<file path="src/rtl/scan_counter_display.sv">
// scan_counter_display: N-digit hex/BCD up/down counter with a time-multiplexed,
// common-segment 7-segment display driver. Everything runs in the clk domain
// with a synchronous active-low reset.
// Optional build macro SCAN_COUNTER_DISPLAY_LZB_EN adds leading-zero blanking.
module scan_counter_display #(
    parameter int DIGITS   = 4,
    parameter int CLK_HZ   = 50000000,
    parameter int COUNT_HZ = 1,
    parameter int SCAN_HZ  = 1000,
    parameter int BCD      = 0
) (
    input  logic                  clk,
    input  logic                  rst_n,
    input  logic                  run,
    input  logic                  up,
    input  logic                  clear,
    input  logic                  load,
    input  logic [4*DIGITS-1:0]   load_value,
    output logic [4*DIGITS-1:0]   value,
    output logic                  wrap,
    output logic [6:0]            seg,
    output logic [DIGITS-1:0]     dig_en
);

    localparam int VW        = 4 * DIGITS;
    localparam int COUNT_DIV = CLK_HZ / COUNT_HZ;
    localparam int SCAN_DIV  = CLK_HZ / (SCAN_HZ * DIGITS);
    localparam int CNT_W     = (COUNT_DIV > 2) ? $clog2(COUNT_DIV) : 1;
    localparam int SCN_W     = (SCAN_DIV > 2) ? $clog2(SCAN_DIV) : 1;
    localparam int IDX_W     = (DIGITS > 1) ? $clog2(DIGITS) : 1;
    localparam logic [3:0] DIGIT_MAX = (BCD != 0) ? 4'd9 : 4'd15;

    // 7-segment pattern {a,b,c,d,e,f,g} for one nibble
    function automatic logic [6:0] seg_decode(input logic [3:0] d);
        case (d)
            4'h0: seg_decode = 7'b1111110;
            4'h1: seg_decode = 7'b0110000;
            4'h2: seg_decode = 7'b1101101;
            4'h3: seg_decode = 7'b1111001;
            4'h4: seg_decode = 7'b0110011;
            4'h5: seg_decode = 7'b1011011;
            4'h6: seg_decode = 7'b1011111;
            4'h7: seg_decode = 7'b1110000;
            4'h8: seg_decode = 7'b1111111;
            4'h9: seg_decode = 7'b1111011;
            4'hA: seg_decode = 7'b1110111;
            4'hB: seg_decode = 7'b0011111;
            4'hC: seg_decode = 7'b1001110;
            4'hD: seg_decode = 7'b0111101;
            4'hE: seg_decode = 7'b1001111;
            default: seg_decode = 7'b1000111;
        endcase
    endfunction

    logic [CNT_W-1:0] count_cnt;
    logic             count_tick;
    logic [SCN_W-1:0] scan_cnt;
    logic             scan_tick;
    logic [IDX_W-1:0] scan_idx;
    logic [IDX_W-1:0] shown_idx;
    logic [IDX_W-1:0] src_idx;
    logic [3:0]       src_nibble;
    logic             blank;
    logic [VW-1:0]    inc_value;
    logic [VW-1:0]    dec_value;
    logic             inc_carry;
    logic             dec_borrow;

    assign count_tick = (count_cnt == CNT_W'(COUNT_DIV - 1));
    assign scan_tick  = (scan_cnt == SCN_W'(SCAN_DIV - 1));

    // Free-running count prescaler, independent of run
    always_ff @(posedge clk) begin
        if (!rst_n || count_tick) count_cnt <= '0;
        else                      count_cnt <= count_cnt + 1'b1;
    end

    // Ripple carry/borrow over the digits; above-max BCD digits roll to 0 on up
    always_comb begin
        inc_value  = value;
        dec_value  = value;
        inc_carry  = 1'b1;
        dec_borrow = 1'b1;
        for (int i = 0; i < DIGITS; i++) begin
            if (inc_carry) begin
                if (value[4*i +: 4] >= DIGIT_MAX) begin
                    inc_value[4*i +: 4] = 4'd0;
                end else begin
                    inc_value[4*i +: 4] = value[4*i +: 4] + 4'd1;
                    inc_carry = 1'b0;
                end
            end
            if (dec_borrow) begin
                if (value[4*i +: 4] == 4'd0) begin
                    dec_value[4*i +: 4] = DIGIT_MAX;
                end else begin
                    dec_value[4*i +: 4] = value[4*i +: 4] - 4'd1;
                    dec_borrow = 1'b0;
                end
            end
        end
    end

    // Counter register: clear beats load beats a running tick; wrap only on counting
    always_ff @(posedge clk) begin
        if (!rst_n) begin
            value <= '0;
            wrap  <= 1'b0;
        end else begin
            wrap <= 1'b0;
            if (clear) begin
                value <= '0;
            end else if (load) begin
                value <= load_value;
            end else if (count_tick && run) begin
                value <= up ? inc_value : dec_value;
                wrap  <= up ? inc_carry : dec_borrow;
            end
        end
    end

    // Scan prescaler sets the per-digit slot length
    always_ff @(posedge clk) begin
        if (!rst_n || scan_tick) scan_cnt <= '0;
        else                     scan_cnt <= scan_cnt + 1'b1;
    end

    // scan_idx is the digit for the next slot; shown_idx the digit now enabled
    always_ff @(posedge clk) begin
        if (!rst_n) begin
            scan_idx  <= '0;
            shown_idx <= '0;
        end else if (scan_tick) begin
            shown_idx <= scan_idx;
            scan_idx  <= (scan_idx == IDX_W'(DIGITS - 1)) ? '0 : scan_idx + 1'b1;
        end
    end

    assign src_idx    = scan_tick ? scan_idx : shown_idx;
    assign src_nibble = value[{src_idx, 2'b00} +: 4];

`ifdef SCAN_COUNTER_DISPLAY_LZB_EN
    // Blank a non-zero position when it and every digit above it are zero
    always_comb begin
        blank = (src_idx != '0);
        for (int i = 0; i < DIGITS; i++) begin
            if (i >= int'(src_idx) && value[4*i +: 4] != 4'd0) blank = 1'b0;
        end
    end
`else
    assign blank = 1'b0;
`endif

    // Registered display outputs: dark until the first scan slot, then one-hot
    always_ff @(posedge clk) begin
        if (!rst_n) begin
            dig_en <= '0;
            seg    <= '0;
        end else begin
            if (scan_tick) dig_en <= DIGITS'(1) << scan_idx;
            if (scan_tick || (|dig_en)) seg <= blank ? 7'd0 : seg_decode(src_nibble);
        end
    end

endmodule
</file>
<file path="config.mk">
export PLATFORM = sky130hd
export DESIGN_NAME = scan_counter_display
export DESIGN_NICKNAME = d
export VERILOG_FILES = /design/src/rtl/scan_counter_display.sv
export SDC_FILE = /design/constraint.sdc
export NUM_CORES = 1
export LEC_CHECK = 0
export ABC_CLOCK_PERIOD_IN_PS = 2500
export BUFFER_PORTS_ARGS = -buffer_cell sky130_fd_sc_hd__buf_2
export CORE_MARGIN = 4
export CORE_UTILIZATION = 53
export DETAILED_ROUTE_END_ITERATION = 12
export PLACE_DENSITY = 0.83
export SETUP_SLACK_MARGIN = 0.02
export SLEW_MARGIN = 20
export SYNTH_ARGS = -nofsm -noshare
export SYNTH_HDL_FRONTEND = slang
export SYNTH_SLANG_ARGS = --single-unit
</file>
<file path="constraint.sdc">
create_clock -name clk -period 2.5 [get_ports clk]
set_input_delay 0.25 -clock clk [delete_from_list [all_inputs] [get_ports clk]]
set_output_delay 0.25 -clock clk [all_outputs]
set_load 0.03 [all_outputs]
</file>
Yosys cells after proc, flatten, opt, wreduce, memory -nomap -nowiden
Memory sizes are Yosys's and may differ from the RTL's. A register that Yosys moved wholly into a read port is not among the register bits. Index checks and enable logic that the tools add are counted. W data, S select, Z words.

Register bits after elaboration: 65. Bits in read-only memories: 112. Input port bits: 22. Output and inout bits: 28. Logic and storage cells: 90. Memories kept: 1.

Memory list: (no name shown) (depth 16, width 7, rd ports 1, clocked after memory_dff 1, wr ports 0, RTL line 35) `case (d)`.

$add $sub $neg: 11. Order comparisons: 4. Eq/ne operators: 6. Shift operators: 2. Mux-type cells: 34. Bitwise operators: 2. Reduce and logical (&&, ||, !) cells: 20.

Operators with widths (number): $mux W4 (14); $mux W16 (3); $add A26 B1 Y26 const B (1); $eq A26 B26 Y1 const B (1); $add A4 B1 Y4 const B (4); $ge A4 B4 Y1 const B (4); $logic_not A4 Y1 (4); $shiftx A16 B5 Y4 (1); $sub A4 B1 Y4 const B (4); $mux W1 (15); $add A14 B1 Y14 const B (1); $eq A14 B14 Y1 const B (1); $ne A3 B1 Y1 const B (3); $reduce_and A3 Y1 (3); $reduce_bool A3 Y1 (3); $reduce_or A4 Y1 (2); $mux W2 (2); $shl A1 B2 Y4 const A (1); $logic_or A1 B1 Y1 (3); $add A2 B1 Y2 const B (1); $eq A2 B2 Y1 const B (1); $logic_not A1 Y1 (2); $not A1 Y1 (2); $reduce_bool A2 Y1 (1); other kinds (2) (2).

Depth between registers and ports, before layout
Gate-level depths: netlist (run 1).

Depth after elaboration: 8. Depth in mapped cells: 13. Depth with buffers taken out: 13.

Worst setup path before layout (run 1)
No wires, ideal clock.

Path type: reg-to-reg. Start: register scan_cnt[0]. End: register seg[0]. Setup time: 117 ps. Arrival time: 2446 ps. Required time: 2383 ps. Path slack: -63 ps. Stages on the path, launching flop included: 12. Path buffers: 0. Period minus slack after synthesis: 2563 ps. Cell sequence: dfxtp_1 ha_1 and3_1 nand4_4 mux2i_4 mux2i_1 mux2_4 inv_1 ha_1 mux2i_1 or3_1 o2111a_1.

Longest elaborated chain between the ends: 3. Elaborated cells on any way between the ends: 4. Those cells by class: 1 x eq/ne; 1 x shift; 1 x mux; 1 x reduce/logical.

RTL lines: start, declared (RTL line 57) `logic [SCN_W-1:0] scan_cnt;`; start signal, assigned (RTL line 125) `else scan_cnt <= scan_cnt + 1'b1;`; $eq A14 B14 Y1 (*) (RTL line 70) `assign scan_tick = (scan_cnt == SCN_W'(SCAN_DIV - 1));`; $mux W2; $shiftx A16 B5 Y4 (RTL line 140) `assign src_nibble = value[{src_idx, 2'b00} +: 4];`; end, declared (RTL line 21) `output logic [6:0] seg,`.

Every way passes the cells marked *; elsewhere a longest branch is shown, timed or not. A chain may end at the register's enable or synchronous reset.

Worst setup path in the final report (run 1)
Start: register scan_cnt[10]. End: register seg[1].

Same word-level chain as after synthesis.

==> impl_results.md, run 1 <==
* Worst-case clock skew at approximately 0.012 ns
* Core area at about 7800 um2
* Total CTS buffers at 9
* Longest Clk Path Bufs at 2
* Crit path DAT at 2.86 ns
* Post-Synth Adder-Cell Area at 0.06492
* I/O pin count at 50
* Pre-CTS WS at -0.1090 ns
* Outcome: complete, but fails checks
* Syn_area_per_cell at 8.515 um2
* Largest family of logic cells by synthesized area: simple AND/OR/NAND/NOR gates
* CTS tree: yes
* Post-synth ARST share at 0
* Startpoint types: register
* CTS Root Buffer Type: clkbuf_8
* Setup TNS at -0.2866 ns
* DP HPWL at around 7000 um
* Core Rows at 32
* #FFs+latches synth at roughly 70
* Hold Fails Final Rpt at 0
* First-pass GRT wire length at 16910 um
* RSZ-0062 raised after global routing: true
* Post-synth top flop: dfxtp_1
* Starting Density at 0.5459
* Xor/xnor cell area share of the yosys netlist at 0.08469
* Overall power at around 2600 uW
* Yosys Warn Count at 0
* Final nets at about 610
* Slew Viols, Final at 0
* Layout area overhead at 20.60%
* Number of fill cells at approximately 620
* Sequential element share of the synthesized area at 0.3399
* Initial antenna violation count at 0
* P_leak at about 0.0021 uW
* CTS Hold Bufs at 0
* Skew-Pair Late Insertion Delay at roughly 0.35 ns
* Fmax achieved at approximately 0.38 GHz
* Die Y at 97.45 um
* Worst Tran Pin Value at 0.8283 ns
* Max IR drop VDD at 319.7 uV
* Compound-Gate Fraction of Synth Area at 0.1431
* Max-slew headroom at 0.4466
* DRC errors left at 0
* CTS clk-pin slew, worst paths at 0.09 ns
* Hold crit path type: primary input to register
* Congestion Overflow GR at 0
* # H-tree levels at 3
* Final WS setup at -0.1238 ns
* Via density at between 5 and 6
* EDFF count, synth at 0
* Number of max-cap violations at 0
* Number of global-route vias before repair at 3733
* Initial DRC Count at 204
* Detailed Route WL at ~10000 um
* IO Port Bufs at 49
* Final min period at between 2 and 3 ns
* Die X at 97.45 um
* Antenna Cells at 0
* Failing checks: negative setup slack
* Mapped Cells at between 400 and 500
* Share of layout cells above drive strength 1 at 0.2334
* PwrDens at between 500 and 600 nW/um2
* Final ANT Viol Nets at 0
* Via count at about 3900
* Required @ worst endpoint at 2.74 ns
* Tcrit/Tclk final at 1.050
* Die area at between 9000 and 10000 um2
* Drt pass-1 iters at 4
* Multiplexer area fraction after synthesis at 0.08233
* Area of the mapped netlist at 4240 um2
* CP Max Fanout at 6
* Gpl congestion at just over 0.9
* Critical path endpoint category: register
* Final setup violation count at 4
* Synth Net Count at roughly 540
* Gr usage total at 0.2117
* Routed WL per cell at approximately 15 um
* CTS Sinks at slightly above 70
* Synth cell types at 56
* Synth Area in Simple Gates at 0.2452
* Largest net degree at the start of global routing at 28
* CP Class: register to register
power by group:
group | switching, uW | total, uW | internal (uW)
registers | 27.8 | 1190 | 1170
clock network | 492 | 1170 | 677
logic | 160 | 271 | 111
total | 680 | 2630 | 1950
cells in the mapped netlist (all sizes together) (10+ instances only):
cell    count  share of area
dfxtp      72           0.34
xnor2      17          0.035
o21ai      27          0.033
nand3      29          0.034
a21oi      28          0.033
nor2b      12          0.018
nand2      35          0.031
clkbuf     19          0.017
ha         22          0.065
inv        22          0.019
xor2       24          0.050
and3       10          0.015
nor2       60          0.053
nand4      11          0.020
mux2i      17          0.046
worst max-delay path, cell delays in order, from the launching register on:
cell and delay, ns:
dfxtp_2 0.34, nor4b_4 0.34, nand4_4 0.18, mux2i_4 0.25
buf_6 0.15, mux2i_2 0.14, mux2_4 0.33, buf_4 0.14
buf_4 0.13, ha_1 0.18, o221ai_1 0.21, a21boi_1 0.10
registers in the layout, summed over array words and instances (netlist names):
name and cells:
scan_cnt 14, scan_idx 2, count_cnt 26, wrap 1, value 16, dig_en 4
seg 7, shown_idx 2
area by class of cell:
type                       instances  area (um2)  area share
timing repair buffer              82       496.7     0.09714
inverter                          23       88.84     0.01737
sequential                        72        1444      0.2824
clock buffer                       9       123.9     0.02422
tap                              102       127.6     0.02496
clock inverter                     7       127.6     0.02496
multi-input combinational        381        2705      0.5290
stage by stage:
stage	hold slack, ns	cell area [um2]	std cells	util
after floorplan	0.3878	4260	498	-
after global placement	0.4322	4731	651	0.6091
after detailed placement	0.4392	4731	651	0.6091
after CTS	0.09867	5046	673	0.6496
after global routing	0.09041	5114	676	0.6583
final	0.1116	5114	676	0.6583
cell families after synthesis:
kind of cell,count (synthesis)
and+or+nand+nor,196
buffers and inverters,45
adders and majority gates,22
muxes,26
DFF,72
AOI/OAI and AO/OA,96
xor gates and xnor gates,41
timing repair:
| item | CTS | global route |
|---|---|---|
| pin swaps | 4 | 7 |
| resized for setup | 8 | 9 |
| buffers inserted | 6 | 3 |
| setup endpoints to repair | 5 | 11 |
layout by cell type (no fill, tap or decap), types with 3 or more instances in the layout:
master     synthesis  final
a211oi_1           4      4
a21oi_1           28     26
a31oi_1            5      5
and2_1             4      4
and3_1            10      9
and4_1             3      3
buf_2              0     49
buf_4              0     32
bufinv_16          0      3
clkbuf_8           0      9
dfxtp_1           72     70
ha_1              22     16
ha_2               0      4
inv_1             21     19
mux2_2             3      3
mux2i_1           15     14
mux4_2             4      4
nand2_1           35     35
nand2b_1           9      9
nand3_1           29     29
nand4_1           10     10
nor2_1            60     60
nor2b_1           12     12
nor3_1             4      3
nor4b_1            3      3
o211ai_1           6      6
o21ai_0           25     25
o221ai_1           4      3
o31ai_1            5      5
or3_1              4      4
xnor2_1           17     17
xor2_1            24     24
metal layers:
layer  global-route usage  wire [um]
met1               0.2606       4517
met2               0.3558       4992
met3              0.05456        457
met4              0.07774        273
met5                    0          0
worst paths after layout:
kind	from	endpoint	slack, ns	cells past startpoint
max	scan_cnt[10]	seg[1]	-0.12	11
min	load_value[0]	value[0]	0.11	2
max reg2reg	scan_cnt[10]	seg[1]	-0.12	11
min reg2reg	seg[4]	seg[4]	0.45	2
(Power assumes the default switching activity.)
==> run 2: changes to the inputs <==
--- a/config.mk
+++ b/config.mk
@@ -6,12 +6,13 @@
 export NUM_CORES = 1
 export LEC_CHECK = 0
 export ABC_CLOCK_PERIOD_IN_PS = 2500
-export BUFFER_PORTS_ARGS = -buffer_cell sky130_fd_sc_hd__buf_2
+export BUFFER_PORTS_ARGS = -buffer_cell sky130_fd_sc_hd__clkbuf_2
 export CORE_MARGIN = 4
 export CORE_UTILIZATION = 53
 export DETAILED_ROUTE_END_ITERATION = 12
 export PLACE_DENSITY = 0.83
 export SETUP_SLACK_MARGIN = 0.02
+export SKIP_LAST_GASP = 1
 export SLEW_MARGIN = 20
 export SYNTH_ARGS = -nofsm -noshare
 export SYNTH_HDL_FRONTEND = slang
==> run 2 against run 1 <==
  * The run still ends with negative setup slack left
  * Routed wire length grew 0.35%
  * Critical path depth up 1
  * Setup slack improved by 0.050 ns
  * Register-to-register slack better by 0.05 ns
  * Design area decreased by 0.64%
  * Clock skew is 0.0064 ns higher
  * Via count barely moved
  * Utilization decreased by 0.42 points
  * Largest cell class unchanged
  * Power down 6.2%
  * Largest power group unchanged
  * Worst hold slack gained 0.0035 ns
==> impl_results.md, run 2 (synthesized netlist as in run 1, its figures left out) <==
* CTS Sinks at 72 (unchanged)
* Die X at 97.45 um (unchanged)
* CTS tree: yes
* Via count at 3896 (-0.051%)
* P_leak at 0.002115 uW (-0.93%)
* Worst hold stages at 2 (unchanged)
* Longest Clk Path Bufs at 2 (unchanged)
* Tcrit/Tclk final at 1.030 (-0.01983)
* Routed WL per cell at 15.20 um (+0.35%)
* WHS at 0.1150 ns (+0.003483 ns)
* Antenna Cells at 0 (unchanged)
* Drt pass-1 iters at 5 (+1)
* Combinational Power Share at 0.113 (+0.010)
* Reg2reg setup slack at -0.07 ns (+0.05 ns)
* Sw frac at 0.2583 (about the same)
* Reg-to-reg critical path startpoint: scan_cnt[0]
* CTS clk-pin slew, worst paths at 0.09 ns (about the same)
* Commonest non-fill, non-tap cell in the layout: dfxtp_1
* DP HPWL at 6989 um (-0.30%)
* Internal at 1831 uW (-6.2%)
* Starting Density at 0.5459 (unchanged)
* Number of fill cells at 633 (+1.4%)
* Hold Path Sink: value[1]
* Pre-CTS WS at -0.04580 ns (+0.06322 ns)
* Number of global-route vias before repair at 3616 (-3.1%)
* CTS Root Buffer Type: clkbuf_8
* Largest net degree at the start of global routing at 28 (unchanged)
* Number of max-cap violations at 0 (unchanged)
* Skew-Pair Late Insertion Delay at 0.36 ns (about the same)
* Worst-case clock skew at 0.01809 ns (+0.006434 ns)
* IO Port Bufs at 49 (unchanged)
* Hold Fails Final Rpt at 0 (unchanged)
* FF-to-FF End: seg[0]
* Crit-path cells: ha_2, and3_4, nand4_4, mux2i_4, buf_6, mux2i_2, mux2_4, inv_4, ha_4, mux2i_1, or3_1, o2111a_1
* Hold path start: load_value[1]
* Share of layout cells above drive strength 1 at 0.2282 (-0.005226)
* Multi-input combinational cell area at 2706 um2 (about the same)
* Gpl congestion at 0.9204 (+1.3%)
* Worst Tran Pin Value at 0.6766 ns (-0.1517 ns)
* Crit path DAT at 2.83 ns (-0.03 ns)
* Total net switching power at 637.8 uW (-6.2%)
* Startpoint types: register
* Seq pwr share at 0.484 (+0.031)
* Total CTS buffers at 9 (unchanged)
* Congestion Overflow GR at 0 (unchanged)
* Overall power at 2469 uW (-6.2%)
* Max IR drop VDD at 380.4 uV (+19%)
* Core Rows at 32 (unchanged)
* Final ANT Viol Nets at 0 (unchanged)
* Biggest regs: count_cnt (26), value (16), scan_cnt (14)
* Initial antenna violation count at 0 (unchanged)
* Required @ worst endpoint at 2.76 ns (+0.02 ns)
* Die Y at 97.45 um (unchanged)
* CP Max Fanout at 6 (unchanged)
* Crit-path slowest cell: dfxtp_2
* Largest register FFs at 26 (unchanged)
* CP Class: register to register
* Layout area overhead at 19.83%
* First-pass GRT wire length at 16790 um (-0.73%)
* Gr usage total at 0.2096 (-0.002040)
* # H-tree levels at 3 (unchanged)
* Initial DRC Count at 261 (+28%)
* Detailed Route WL at 10280 um (+0.35%)
* Post-layout util at 0.6542 (-0.004188)
* PwrDens at 485.9 nW/um2 (-5.6%)
* Slew Viols, Final at 0 (unchanged)
* Final WS setup at -0.07423 ns (+0.04958 ns)
* Outcome: complete, but fails checks
* Critical path endpoint category: register
* Final setup violation count at 4 (unchanged)
* Failing checks: negative setup slack
* I/O pin count at 50 (unchanged)
* Via density at 5.763 (about the same)
* Largest Register: count_cnt
* Most frequent cells in the layout: 69 x dfxtp_1, 60 x nor2_1, 49 x clkbuf_2
* Max-slew headroom at 0.5448 (+0.09813)
* Fmax achieved at 0.3885 GHz (+1.9%)
* Setup TNS at -0.2037 ns (+0.08290 ns)
* Reg2Reg Depth at 12 (+1)
* Hold crit path type: primary input to register
* Die area at 9496 um2 (unchanged)
* CP peak stage delay at 0.36 ns (+0.02 ns)
* RSZ-0062 raised after global routing: true
* Final nets at 613 (unchanged)
* CTS Hold Bufs at 0 (unchanged)
* DRC errors left at 0 (unchanged)
* Final min period at 2.574 ns (-0.04958 ns)
* Clock power share at 0.403 (-0.041)
* Seq. cell area at 1445 um2 (about the same)
* Core area at 7767 um2 (unchanged)
[run 2: cell count changes in the layout (fill, tap and decap cells not counted), sizes merged]
cell	before	now
clkbuf	9	62
buf	82	33
bufinv	3	1
clkinv	3	2
inv	24	23
[run 2: worst max-delay path: cells and delay by family (launching register included)]
family	cells	cell delay, ns
flip-flops	1	0.36
buffers and inverters	2	0.24
multiplexers	4	0.80
adder cells (fa/ha/maj)	2	0.32
AO/OA/AOI/OAI	1	0.13
AND/OR/NAND/NOR	3	0.64
[run 2: repair_timing]
item | CTS | global route
pin swaps | 5 | 4
gates resized for setup | 7 | 9
setup endpoints to repair | 4 | 12
gates cloned | 0 | 0
setup buffers | 5 | 8
[run 2: worst max-delay path by stage]
stage / from / endpoint / slack (ns)
CTS: scan_cnt[10] / seg[0] / -0.04
global placement: scan_cnt[5] / seg[1] / 0.08
detailed placement: scan_cnt[5] / seg[1] / -0.05
finish: scan_cnt[0] / seg[0] / -0.07
floorplan: scan_cnt[0] / seg[0] / 0.05
global route: scan_cnt[3] / seg[0] / -0.22
[run 2: per-stage QoR]
stage               cells  instance area [um2]
floorplan             498                 4260
global placement      647                 4701
detailed placement    647                 4701
CTS                   668                 4974
global route          676                 5081
finish                676                 5081
[run 2: area by class of cell]
| class | instances | area share |
|---|---|---|
| Multi-Input combinational cell | 381 | 0.5326 |
| Sequential cell | 72 | 0.2844 |
| Timing Repair Buffer | 82 | 0.09776 |
| Clock buffer | 13 | 0.03324 |
| Tap cell | 102 | 0.02512 |
| Inverter | 23 | 0.01748 |
| Clock inverter | 3 | 0.009357 |
[run 2: power by group through the flow]
stage / registers [uW] / logic [uW] / clock network, uW
3_3_place_gp: 1220 / 239 / 0
2_1_floorplan: 1230 / 157 / 0
3_5_place_dp: 1220 / 247 / 0
4_1_cts: 1190 / 255 / 1010
6_report: 1200 / 278 / 996
5_1_grt: 1200 / 304 / 1060
[run 2: metal layers]
layer  GRT usage  wire length (um)  part of all wire  vias up
li1            -                 -                 -     1902
met1      0.2706              4353              0.42     1820
met2      0.3490              4959              0.48      158
met3     0.04738               757             0.074       16
met4     0.06390               205             0.020        0
met5           0                 0                 0        -
==> run 3: changes to the inputs <==
--- a/config.mk
+++ b/config.mk
@@ -12,7 +12,6 @@
 export DETAILED_ROUTE_END_ITERATION = 12
 export PLACE_DENSITY = 0.83
 export SETUP_SLACK_MARGIN = 0.02
-export SKIP_LAST_GASP = 1
 export SLEW_MARGIN = 20
 export SYNTH_ARGS = -nofsm -noshare
 export SYNTH_HDL_FRONTEND = slang
==> constraint.sdc (replaced) <==
create_clock -name clk -period 2.5 [get_ports clk]
set_input_delay 0.375 -clock clk [delete_from_list [all_inputs] [get_ports clk]]
set_output_delay 0.375 -clock clk [all_outputs]
set_load 0.03 [all_outputs]
==> run 3 against run 2 <==
  * The run now ends clean
  * Clock skew fell by 0.0020 ns
  * Worst hold slack gained 0.14 ns
  * Die area stayed put
  * Critical endpoint unchanged
  * Highest routed layer unchanged
==> impl_results.md, run 3 (synthesized netlist as in run 1, its figures left out) <==
* Multi-input combinational cell area at 2729 um2 (+0.83%)
* Worst Tran Pin Value at 0.6266 ns (-0.04998 ns)
* First-pass GRT wire length at 16780 um (about the same)
* Via count at 3891 (-0.13%)
* Starting Density at 0.5459 (unchanged)
* CP Max Fanout at 7 (+1)
* Outcome: finished, final reports clean
* Core Rows at 32 (unchanged)
* IO Port Bufs at 49 (unchanged)
* Most frequent cells in the layout: 69 x dfxtp_1, 59 x nor2_1, 49 x clkbuf_2
* DP HPWL at 6918 um (-1.0%)
* CTS clk-pin slew, worst paths at 0.09 ns (about the same)
* Required @ worst endpoint at 2.76 ns (about the same)
* Largest Register: count_cnt
* RSZ-0062 raised after global routing: true
* Max-slew headroom at 0.5784 (+0.03363)
* Antenna Cells at 0 (unchanged)
* Startpoint types: register
* Commonest non-fill, non-tap cell in the layout: dfxtp_1
* Gpl congestion at 0.9000 (-2.2%)
* CTS tree: yes
* Hold crit path type: primary input to register
* Hold Fails Final Rpt at 0 (unchanged)
* Skew-Pair Late Insertion Delay at 0.36 ns (about the same)
* Max IR drop VDD at 407.6 uV (+7.1%)
* Seq. cell area at 1445 um2 (unchanged)
* Worst hold stages at 2 (unchanged)
* Slew Viols, Final at 0 (unchanged)
* Number of fill cells at 615 (-2.8%)
* Crit path DAT at 2.73 ns (-0.10 ns)
* Routed wl met3 at 617 um (-18%)
* Drt pass-1 iters at 5 (unchanged)
* Critical path endpoint category: register
* Sw frac at 0.2597 (+0.001364)
* CTS Sinks at 72 (unchanged)
* Share of layout cells above drive strength 1 at 0.2431 (+0.01483)
* I/O pin count at 50 (unchanged)
* Number of max-cap violations at 0 (unchanged)
* CTS Root Buffer Type: clkbuf_8
* Overall power at 2532 uW (+2.5%)
* Die area at 9496 um2 (unchanged)
* Largest register FFs at 26 (unchanged)
* Detailed Route WL at 10310 um (+0.30%)
* Tcrit/Tclk final at 0.9903 (-0.03938)
* Largest net degree at the start of global routing at 28 (unchanged)
* Total CTS buffers at 9 (unchanged)
* Congestion Overflow GR at 0 (unchanged)
* Final min period at 2.476 ns (-0.09846 ns)
* Worst-case clock skew at 0.01613 ns (-0.001952 ns)
* DRC errors left at 0 (unchanged)
* Top Layer Used: met4
* Initial antenna violation count at 0 (unchanged)
* CTS Hold Bufs at 0 (unchanged)
* Fmax achieved at 0.4039 GHz (+4.0%)
* Final nets at 615 (+0.33%)
* Gr usage total at 0.2096 (about the same)
* Cell area after layout at 5130 um2 (+0.96%)
* DR WL met2 at 5087 um (+2.6%)
* Final ANT Viol Nets at 0 (unchanged)
* Longest Clk Path Bufs at 2 (unchanged)
* WL met1 at 4462 um (+2.5%)
* Routed WL per cell at 15.20 um (about the same)
* Layout area overhead at 20.98%
* CP Class: register to register
* Combinational Power Share at 0.110 (-0.003)
* Die X at 97.45 um (unchanged)
* Final setup violation count at 0 (-4)
* Setup TNS at 0 ns (+0.2037 ns)
* Reg2Reg Depth at 10 (-2)
* Number of global-route vias before repair at 3576 (-1.1%)
* Core area at 7767 um2 (unchanged)
* Seq pwr share at 0.471 (-0.013)
* Die Y at 97.45 um (unchanged)
* Biggest regs: count_cnt (26), value (16), scan_cnt (14)
* Post-layout util at 0.6604 (+0.006282)
* Via density at 5.739 (-0.42%)
* # H-tree levels at 3 (unchanged)
* Total net switching power at 657.4 uW (+3.1%)
* Internal at 1874 uW (+2.3%)
* Clock power share at 0.419 (+0.016)
* Post-DP Area at 4723 um2 (+0.48%)
* PwrDens at 493.5 nW/um2 (+1.6%)
* Initial DRC Count at 273 (+4.6%)
* P_leak at 0.002124 uW (+0.39%)
## run 3: cell types whose count changed in the layout (fill, tap and decap cells not counted), sizes merged
| cell | delta |
|---|---|
| clkinvlp | +3 |
| clkinv | -1 |
| clkbuf | -3 |
| buf | +2 |
| bufinv | +1 |
## run 3: stage by stage
step	hold slack [ns]	cells	setup WS, ns
after floorplan	0.4194	498	0.04852
after global placement	0.4323	650	0.08513
after detailed placement	0.4467	650	-0.04328
after CTS	0.2383	668	0.02520
after global routing	0.2653	678	-0.1423
final	0.2515	678	0.02423
## run 3: worst max-delay path, stage by stage (launching register included)
cell,delay [ns]
dfxtp_2,0.34
nor4b_4,0.33
nand4_4,0.21
mux2i_4,0.30
mux2i_1,0.11
mux2_4,0.35
inv_4,0.09
ha_4,0.14
mux2i_1,0.06
or3_1,0.31
o2111a_1,0.13
## run 3: path summary, 6_finish.rpt
kind | start | endpoint | slack [ns]
setup / recovery | scan_cnt[10] | seg[0] | 0.02
hold / removal | load_value[0] | value[0] | 0.25
setup reg to reg | scan_cnt[10] | seg[0] | 0.02
hold reg to reg | seg[4] | seg[4] | 0.46
## run 3: final cells by class
class                           instances  share of cell area
Tap cell                              102             0.02488
Inverter                               23             0.01780
Sequential cell                        72              0.2817
Clock inverter                          6             0.01780
Clock buffer                           10             0.02683
Timing Repair Buffer                   84             0.09902
Multi-Input combinational cell        381              0.5320
## run 3: metal layers
layer,up-vias,track usage
met5,-,0
met3,14,0.04020
li1,1912,-
met4,0,0.06070
met2,133,0.3537
met1,1832,0.2723
## run 3: timing repair
action	in CTS	in global routing
setup endpoints to repair	2	10
pin swaps	2	10
resized for setup	2	21
buffers inserted	2	10
## run 3: power groups by stage
stage | combinational [uW] | clock, uW | sequential, uW
after floorplan | 157 | 0 | 1230
after global placement | 244 | 0 | 1220
after detailed placement | 251 | 0 | 1220
after CTS | 253 | 1080 | 1190
after global routing | 309 | 1140 | 1200
final | 278 | 1060 | 1190
